`src/rtl/icache_pkg.sv`:
```
// rtl/icache_pkg.sv - shared geometry and FSM state type for the instruction cache
package icache_pkg;
   localparam int LINES = 32;
   localparam int WORDS = 4;
   localparam int TAG_W = 8;
   localparam int IDX_W = 5;
   localparam int OFF_W = 2;
   localparam logic [OFF_W-1:0] LAST_WORD = OFF_W'(WORDS - 1);

   typedef enum logic [1:0] {IDLE, REQ, WAIT, RESP} state_t;
endpackage

```
`src/rtl/icache_tags.sv`:
```
// rtl/icache_tags.sv - tag/valid store: combinational lookup, write-on-fill, clear-all
module icache_tags
   import icache_pkg::*;
(
   input  logic             clk,
   input  logic             rst,
   input  logic [IDX_W-1:0] lkp_idx,
   input  logic [TAG_W-1:0] lkp_tag,
   output logic             hit,
   input  logic             wr_en,
   input  logic [IDX_W-1:0] wr_idx,
   input  logic [TAG_W-1:0] wr_tag,
   input  logic             clr_all
);
   logic [LINES-1:0] valid_q, valid_d;
   logic [TAG_W-1:0] tag_q [LINES];

   always_comb begin
      valid_d = valid_q;
      if (clr_all) valid_d = '0;
      else if (wr_en) valid_d[wr_idx] = 1'b1;
   end

   always_ff @(posedge clk) begin
      if (!rst) valid_q <= '0;
      else      valid_q <= valid_d;
   end

   always_ff @(posedge clk) begin
      if (wr_en) tag_q[wr_idx] <= wr_tag;
   end

   assign hit = valid_q[lkp_idx] && (tag_q[lkp_idx] == lkp_tag);
endmodule

```
`src/rtl/icache_ctrl.sv`:
```
// rtl/icache_ctrl.sv - direct-mapped instruction cache: zero-cycle hit, word-by-word line refill
module icache_ctrl
   import icache_pkg::*;
(
   input  logic        clk,
   input  logic        rst,
   input  logic        req,
   input  logic [15:0] addr,
   input  logic        inval,
   output logic [15:0] instr,
   output logic        done,
   output logic        stall,
   output logic        err,
   output logic        mem_rd,
   output logic [15:0] mem_addr,
   input  logic [15:0] mem_rdata,
   input  logic        mem_rvalid
);
   state_t state_q, state_d;
   logic [TAG_W-1:0] tag_q, tag_d;
   logic [IDX_W-1:0] idx_q, idx_d;
   logic [OFF_W-1:0] off_q, off_d, cnt_q, cnt_d;
   logic kill_q, kill_d;
   logic [15:0] data_q [LINES*WORDS];
   logic hit, fill_we, tag_we;
   logic [IDX_W+OFF_W-1:0] rd_sel;

   assign fill_we = (state_q == WAIT) && mem_rvalid;
   // kill_q marks a fill whose line was invalidated while in flight; it must not become valid
   assign tag_we = fill_we && (cnt_q == LAST_WORD) && !kill_q && !inval;

   icache_tags u_tags (
      .clk     (clk),
      .rst     (rst),
      .lkp_idx (addr[7:3]),
      .lkp_tag (addr[15:8]),
      .hit     (hit),
      .wr_en   (tag_we),
      .wr_idx  (idx_q),
      .wr_tag  (tag_q),
      .clr_all (inval)
   );

   always_ff @(posedge clk) begin
      if (!rst) begin
         state_q <= IDLE;
         tag_q   <= '0;
         idx_q   <= '0;
         off_q   <= '0;
         cnt_q   <= '0;
         kill_q  <= 1'b0;
      end else begin
         state_q <= state_d;
         tag_q   <= tag_d;
         idx_q   <= idx_d;
         off_q   <= off_d;
         cnt_q   <= cnt_d;
         kill_q  <= kill_d;
      end
   end

   always_ff @(posedge clk) begin
      if (fill_we) data_q[{idx_q, cnt_q}] <= mem_rdata;
   end

   always_comb begin
      state_d = state_q;
      tag_d   = tag_q;
      idx_d   = idx_q;
      off_d   = off_q;
      cnt_d   = cnt_q;
      kill_d  = kill_q | inval;
      unique case (state_q)
         IDLE: begin
            if (req && !addr[0] && !hit) begin
               tag_d   = addr[15:8];
               idx_d   = addr[7:3];
               off_d   = addr[2:1];
               cnt_d   = '0;
               kill_d  = 1'b0;
               state_d = REQ;
            end
         end
         REQ:  state_d = WAIT;
         WAIT: begin
            if (mem_rvalid) begin
               if (cnt_q == LAST_WORD) begin
                  state_d = RESP;
               end else begin
                  cnt_d   = cnt_q + 1'b1;
                  state_d = REQ;
               end
            end
         end
         RESP: state_d = IDLE;
         default: state_d = IDLE;
      endcase
   end

   always_comb begin
      done     = 1'b0;
      stall    = 1'b0;
      err      = mem_rvalid && (state_q != WAIT);
      mem_rd   = 1'b0;
      mem_addr = '0;
      rd_sel   = {addr[7:3], addr[2:1]};
      unique case (state_q)
         IDLE: begin
            if (req) begin
               if (addr[0])  err   = 1'b1;
               else if (hit) done  = 1'b1;
               else          stall = 1'b1;
            end
         end
         REQ: begin
            stall    = 1'b1;
            mem_rd   = 1'b1;
            mem_addr = {tag_q, idx_q, cnt_q, 1'b0};
         end
         WAIT: stall = 1'b1;
         RESP: begin
            done   = 1'b1;
            rd_sel = {idx_q, off_q};
         end
         default: ;
      endcase
      instr = done ? data_q[rd_sel] : 16'h0000;
   end
endmodule

```
`config.mk`:
```
export PLATFORM = sky130hd
export DESIGN_NAME = icache_ctrl
export DESIGN_NICKNAME = d
export VERILOG_FILES = /design/src/rtl/icache_pkg.sv /design/src/rtl/icache_tags.sv /design/src/rtl/icache_ctrl.sv
export SDC_FILE = /design/constraint.sdc
export NUM_CORES = 2
export LEC_CHECK = 0
export CAP_MARGIN = 20
export CORE_MARGIN = 10
export CORE_UTILIZATION = 42
export CTS_BUF_LIST = sky130_fd_sc_hd__clkbuf_2
export DETAILED_ROUTE_END_ITERATION = 7
export PLACE_DENSITY = 0.64
export REMOVE_ABC_BUFFERS = 1
export SLEW_MARGIN = 5
export SYNTH_ARGS = -nofsm -noshare
export SYNTH_HDL_FRONTEND = slang
export SYNTH_SLANG_ARGS = --single-unit
export TNS_END_PERCENT = 20
```
`constraint.sdc`:
```
create_clock -name clk -period 3.5 [get_ports clk]
set_input_delay 0.35 -clock clk [delete_from_list [all_inputs] [get_ports clk]]
set_output_delay 0.35 -clock clk [all_outputs]
set_load 0.02 [all_outputs]
```
==> key figures <==
Yosys
  • Mapped cell area: 91700 sq um
  • Seq/Total Area, Yosys: 76.6%
  • Mapped Cells: 4700
  • Synth cell types: 55
  • EDFF count, synth: 2304
  • Ys flop type: edfxtp_1
  • Async S/R FF share, synth: 0%
  • Yosys synthesis warning count: 0
  • Synthesized area per cell: 19.5 sq um
  • FF+latch count, synth: 2356

Cells and area
  • Most common cell after layout, fill and taps aside: edfxtp_1
  • Register Area: 70200 sq um
  • Finished Core Util: 51.2%
  • Nets: 6048
  • Share of cells above drive strength 1: 40.1%
  • Multi-input logic area: 21900 sq um
  • Most frequent cells in the layout: edfxtp_1 (2304), clkbuf_2 (827), buf_4 (652)
  • Fin area: 111000 sq um
  • Area Growth Syn to Fin: 21.3%
  • Fill count: 17400
  • Final std cells w/o fill: 9232

Floorplan
  • Initial core utilization: 42.2%
  • Num rows: 171
  • I/O pins: 73
  • Core ar.: 217000 sq um
  • Overall die height: 487 microns
  • Die area: 237000 sq um
  • Die width: 487 microns

STA
  • Final Cycle Share: 161%
  • Final min period: 5630 ps
  • Max-slew headroom: 14.9%
  • Max Slew Vio Count: 0
  • RSZ-0062 raised after global routing: true
  • Final Worst Setup Slack: -2130 ps
  • Worst-case clock skew: 156 ps
  • Worst slew pin tran: 1280 ps
  • Final hold violation count: 0
  • Setup Viol. Count Final: 18
  • WHS: 171 ps
  • Fmax: 178 MHz

Critical path
  • Worst Path Buf+Inv: 7
  • CP max-delay cell: mux4_2
  • CP max stage delay: 500 ps
  • Critical Path, Cell by Cell: ha_4 > mux2i_4 > buf_12 > buf_12 > buf_16 > buf_12 > mux4_2 > nand2_2 > a311oi_4 > a311oi_2 > buf_4 > a311oi_2 > buf_4 > a31oi_4 > nor2_4 > buf_6
  • CP max FO: 6
  • Most frequent cell on the critical path: buf_12
  • CP endpoint kind: primary output
  • Critical path required time: 3150 ps
  • Crit path arrival time: 5280 ps
  • CP Class: reg -> out
  • Crit start category: flop
  • CP delay by family, top: buffers and inverters

Routing
  • Routed via count: 52600
  • Post-route ant nets: 0
  • Post-Route WL: 257000 microns
  • DRT iter0 DRCs: 6466
  • Vias per cell: 5.69
  • Wire length per cell: 27.8 microns
  • # DRC: 0
  • Drt pass-1 iters: 6

GRT
  • First-pass GRT wire length: 370000 microns
  • Total gr overflow: 0
  • All-Layer GR Usage: 21.3%
  • Vias in the first global route: 53700
  • Initial antenna violation count: 11
  • Largest net degree at the start of global routing: 82

Power
  • Leakage: 0.0380 uW
  • Power, Total: 56400 uW
  • Worst VDD drop: 0.000417 V
  • Power per cell area: 507 nW/um^2

CTS
  • TritonCTS clock tree: done
  • H-tree Lvls: 6
  • CTS sink count: 2356
  • Clock Root Buffer: clkbuf_2
  • Clk buf depth: 4
  • CTS Buf Count: 591
  • Worst-skew pair later-pin latency: 1940 ps
  • Clock Pin Slew Worst Setup and Hold Paths: 120 ps

Status
  • Violated checks: negative setup slack
  • Outcome: finished, violations left

Place
  • Post-DP HPWL: 154000 microns
  • Port buffer count: 71
  • Routability cong.: 0.830
  • Dpl cell area: 101000 sq um
  • Post-Place Cells: 7997

Job
  • Max-cap violations: 0

Hold path
  • Hold WC Path Type: in -> reg
==> state kept, by name, summed over array words and instances (netlist names) <==
register        cells
u_tags.valid_q     32
tag_q               8
data_q           2048
u_tags.tag_q      256
kill_q              1
idx_q               5
cnt_q               2
off_q               2
state_q             2
==> final timing paths <==
kind,from,to,slack [ps],cells past startpoint
setup / recovery,state_q[0],instr[2],-2130,16
hold / removal,addr[3],cnt_q[0],170,12
setup reg to reg,u_tags.tag_q[1][4],state_q[1],170,10
hold reg to reg,u_tags.valid_q[21],u_tags.valid_q[21],470,2
==> synthesized netlist by cell type (all sizes together) (2+ instances only) <==
cell,number,area share [%]
a21boi,2,0.016
a21oi,25,0.14
a221oi,2,0.019
a22oi,30,0.25
a2bb2oi,2,0.019
a311oi,75,0.72
a31oi,20,0.14
and2,17,0.12
and3,45,0.31
buf,128,0.71
clkbuf,155,0.63
dfxtp,52,1.1
edfxtp,2304,75
ha,6,0.082
inv,7,0.029
mux2,8,0.098
mux2i,100,1.1
mux4,552,14
nand2,571,2.3
nand2b,6,0.041
nand3,259,1.4
nand4,8,0.055
nand4b,4,0.045
nor2,257,1.1
nor2b,16,0.11
nor3,14,0.076
nor4,5,0.050
nor4b,2,0.019
o21a,2,0.016
o21ai,5,0.027
o22ai,2,0.014
o32ai,2,0.019
xor2,6,0.057
==> report_power, final <==
group / switching (uW) / internal [uW] / leakage [uW] / total [uW]
clock: 10700 / 7130 / 0.00383 / 17900
sequential: 29.4 / 31000 / 0.0212 / 31000
combinational: 4170 / 3390 / 0.0130 / 7560
==> final cells by class <==
cell class                 instances  area share (%)
antenna                           15          0.0337
clock buffer                     827            3.72
clock inverter                   124           0.722
inverter                           8          0.0315
multi-input combinational       2053            19.7
sequential                      2356            63.1
tap                             2854            3.21
timing repair buffer             995            9.48
==> cell families (layout without fill, tap and decap cells) <==
| family | Yosys count | after routing | synth area share (%) |
|---|---|---|---|
| other | 1 | 16 | 0.00409 |
| buffers and inverters | 291 | 1954 | 1.38 |
| and+or+nand+nor | 1207 | 1207 | 5.66 |
| DFF | 2356 | 2356 | 76.6 |
| muxes | 660 | 660 | 14.8 |
| AOI/OAI and AO/OA | 172 | 172 | 1.42 |
| xor gates and xnor gates | 7 | 7 | 0.0669 |
| adders and majority gates | 6 | 6 | 0.0819 |
==> per-stage QoR <==
stage / setup TNS (ps) / worst slack [ps]
after floorplan: -772790 / -48370
after detailed placement: -18530 / -1230
after global placement: -17950 / -1220
after CTS: -40420 / -2240
final: -35550 / -2130
after global routing: -41480 / -2360
==> per-layer routing <==
layer | vias to the layer above | GRT usage (%) | share of wire (%)
li1 | 22000 | - | -
met1 | 27200 | 28.8 | 39
met4 | 0 | 7.75 | 3.2
met2 | 2933 | 33.2 | 47
met3 | 471 | 5.84 | 10
met5 | - | 0 | 0
==> tightest hold or removal path, stage by stage <==
cell and delay [ps]:
buf_2 140, buf_12 150, buf_4 210, nand4b_1 100
nand4_1 210, xor2_1 200, nor4_2 60, buf_4 140
nand3_2 90, buf_4 110, or2_0 100, a31oi_1 70
==> timing repair <==
action                                 in CTS  in global routing
setup endpoints to repair                  35                 57
hold buffers                              105                  0
gates cloned                               18                  1
buffers inserted                          124                 36
resized for setup                         511                 91
endpoints found under the hold margin    2391                  0
pin swaps                                  96                 46
No activity file was read; power rests on OpenSTA's default activity.
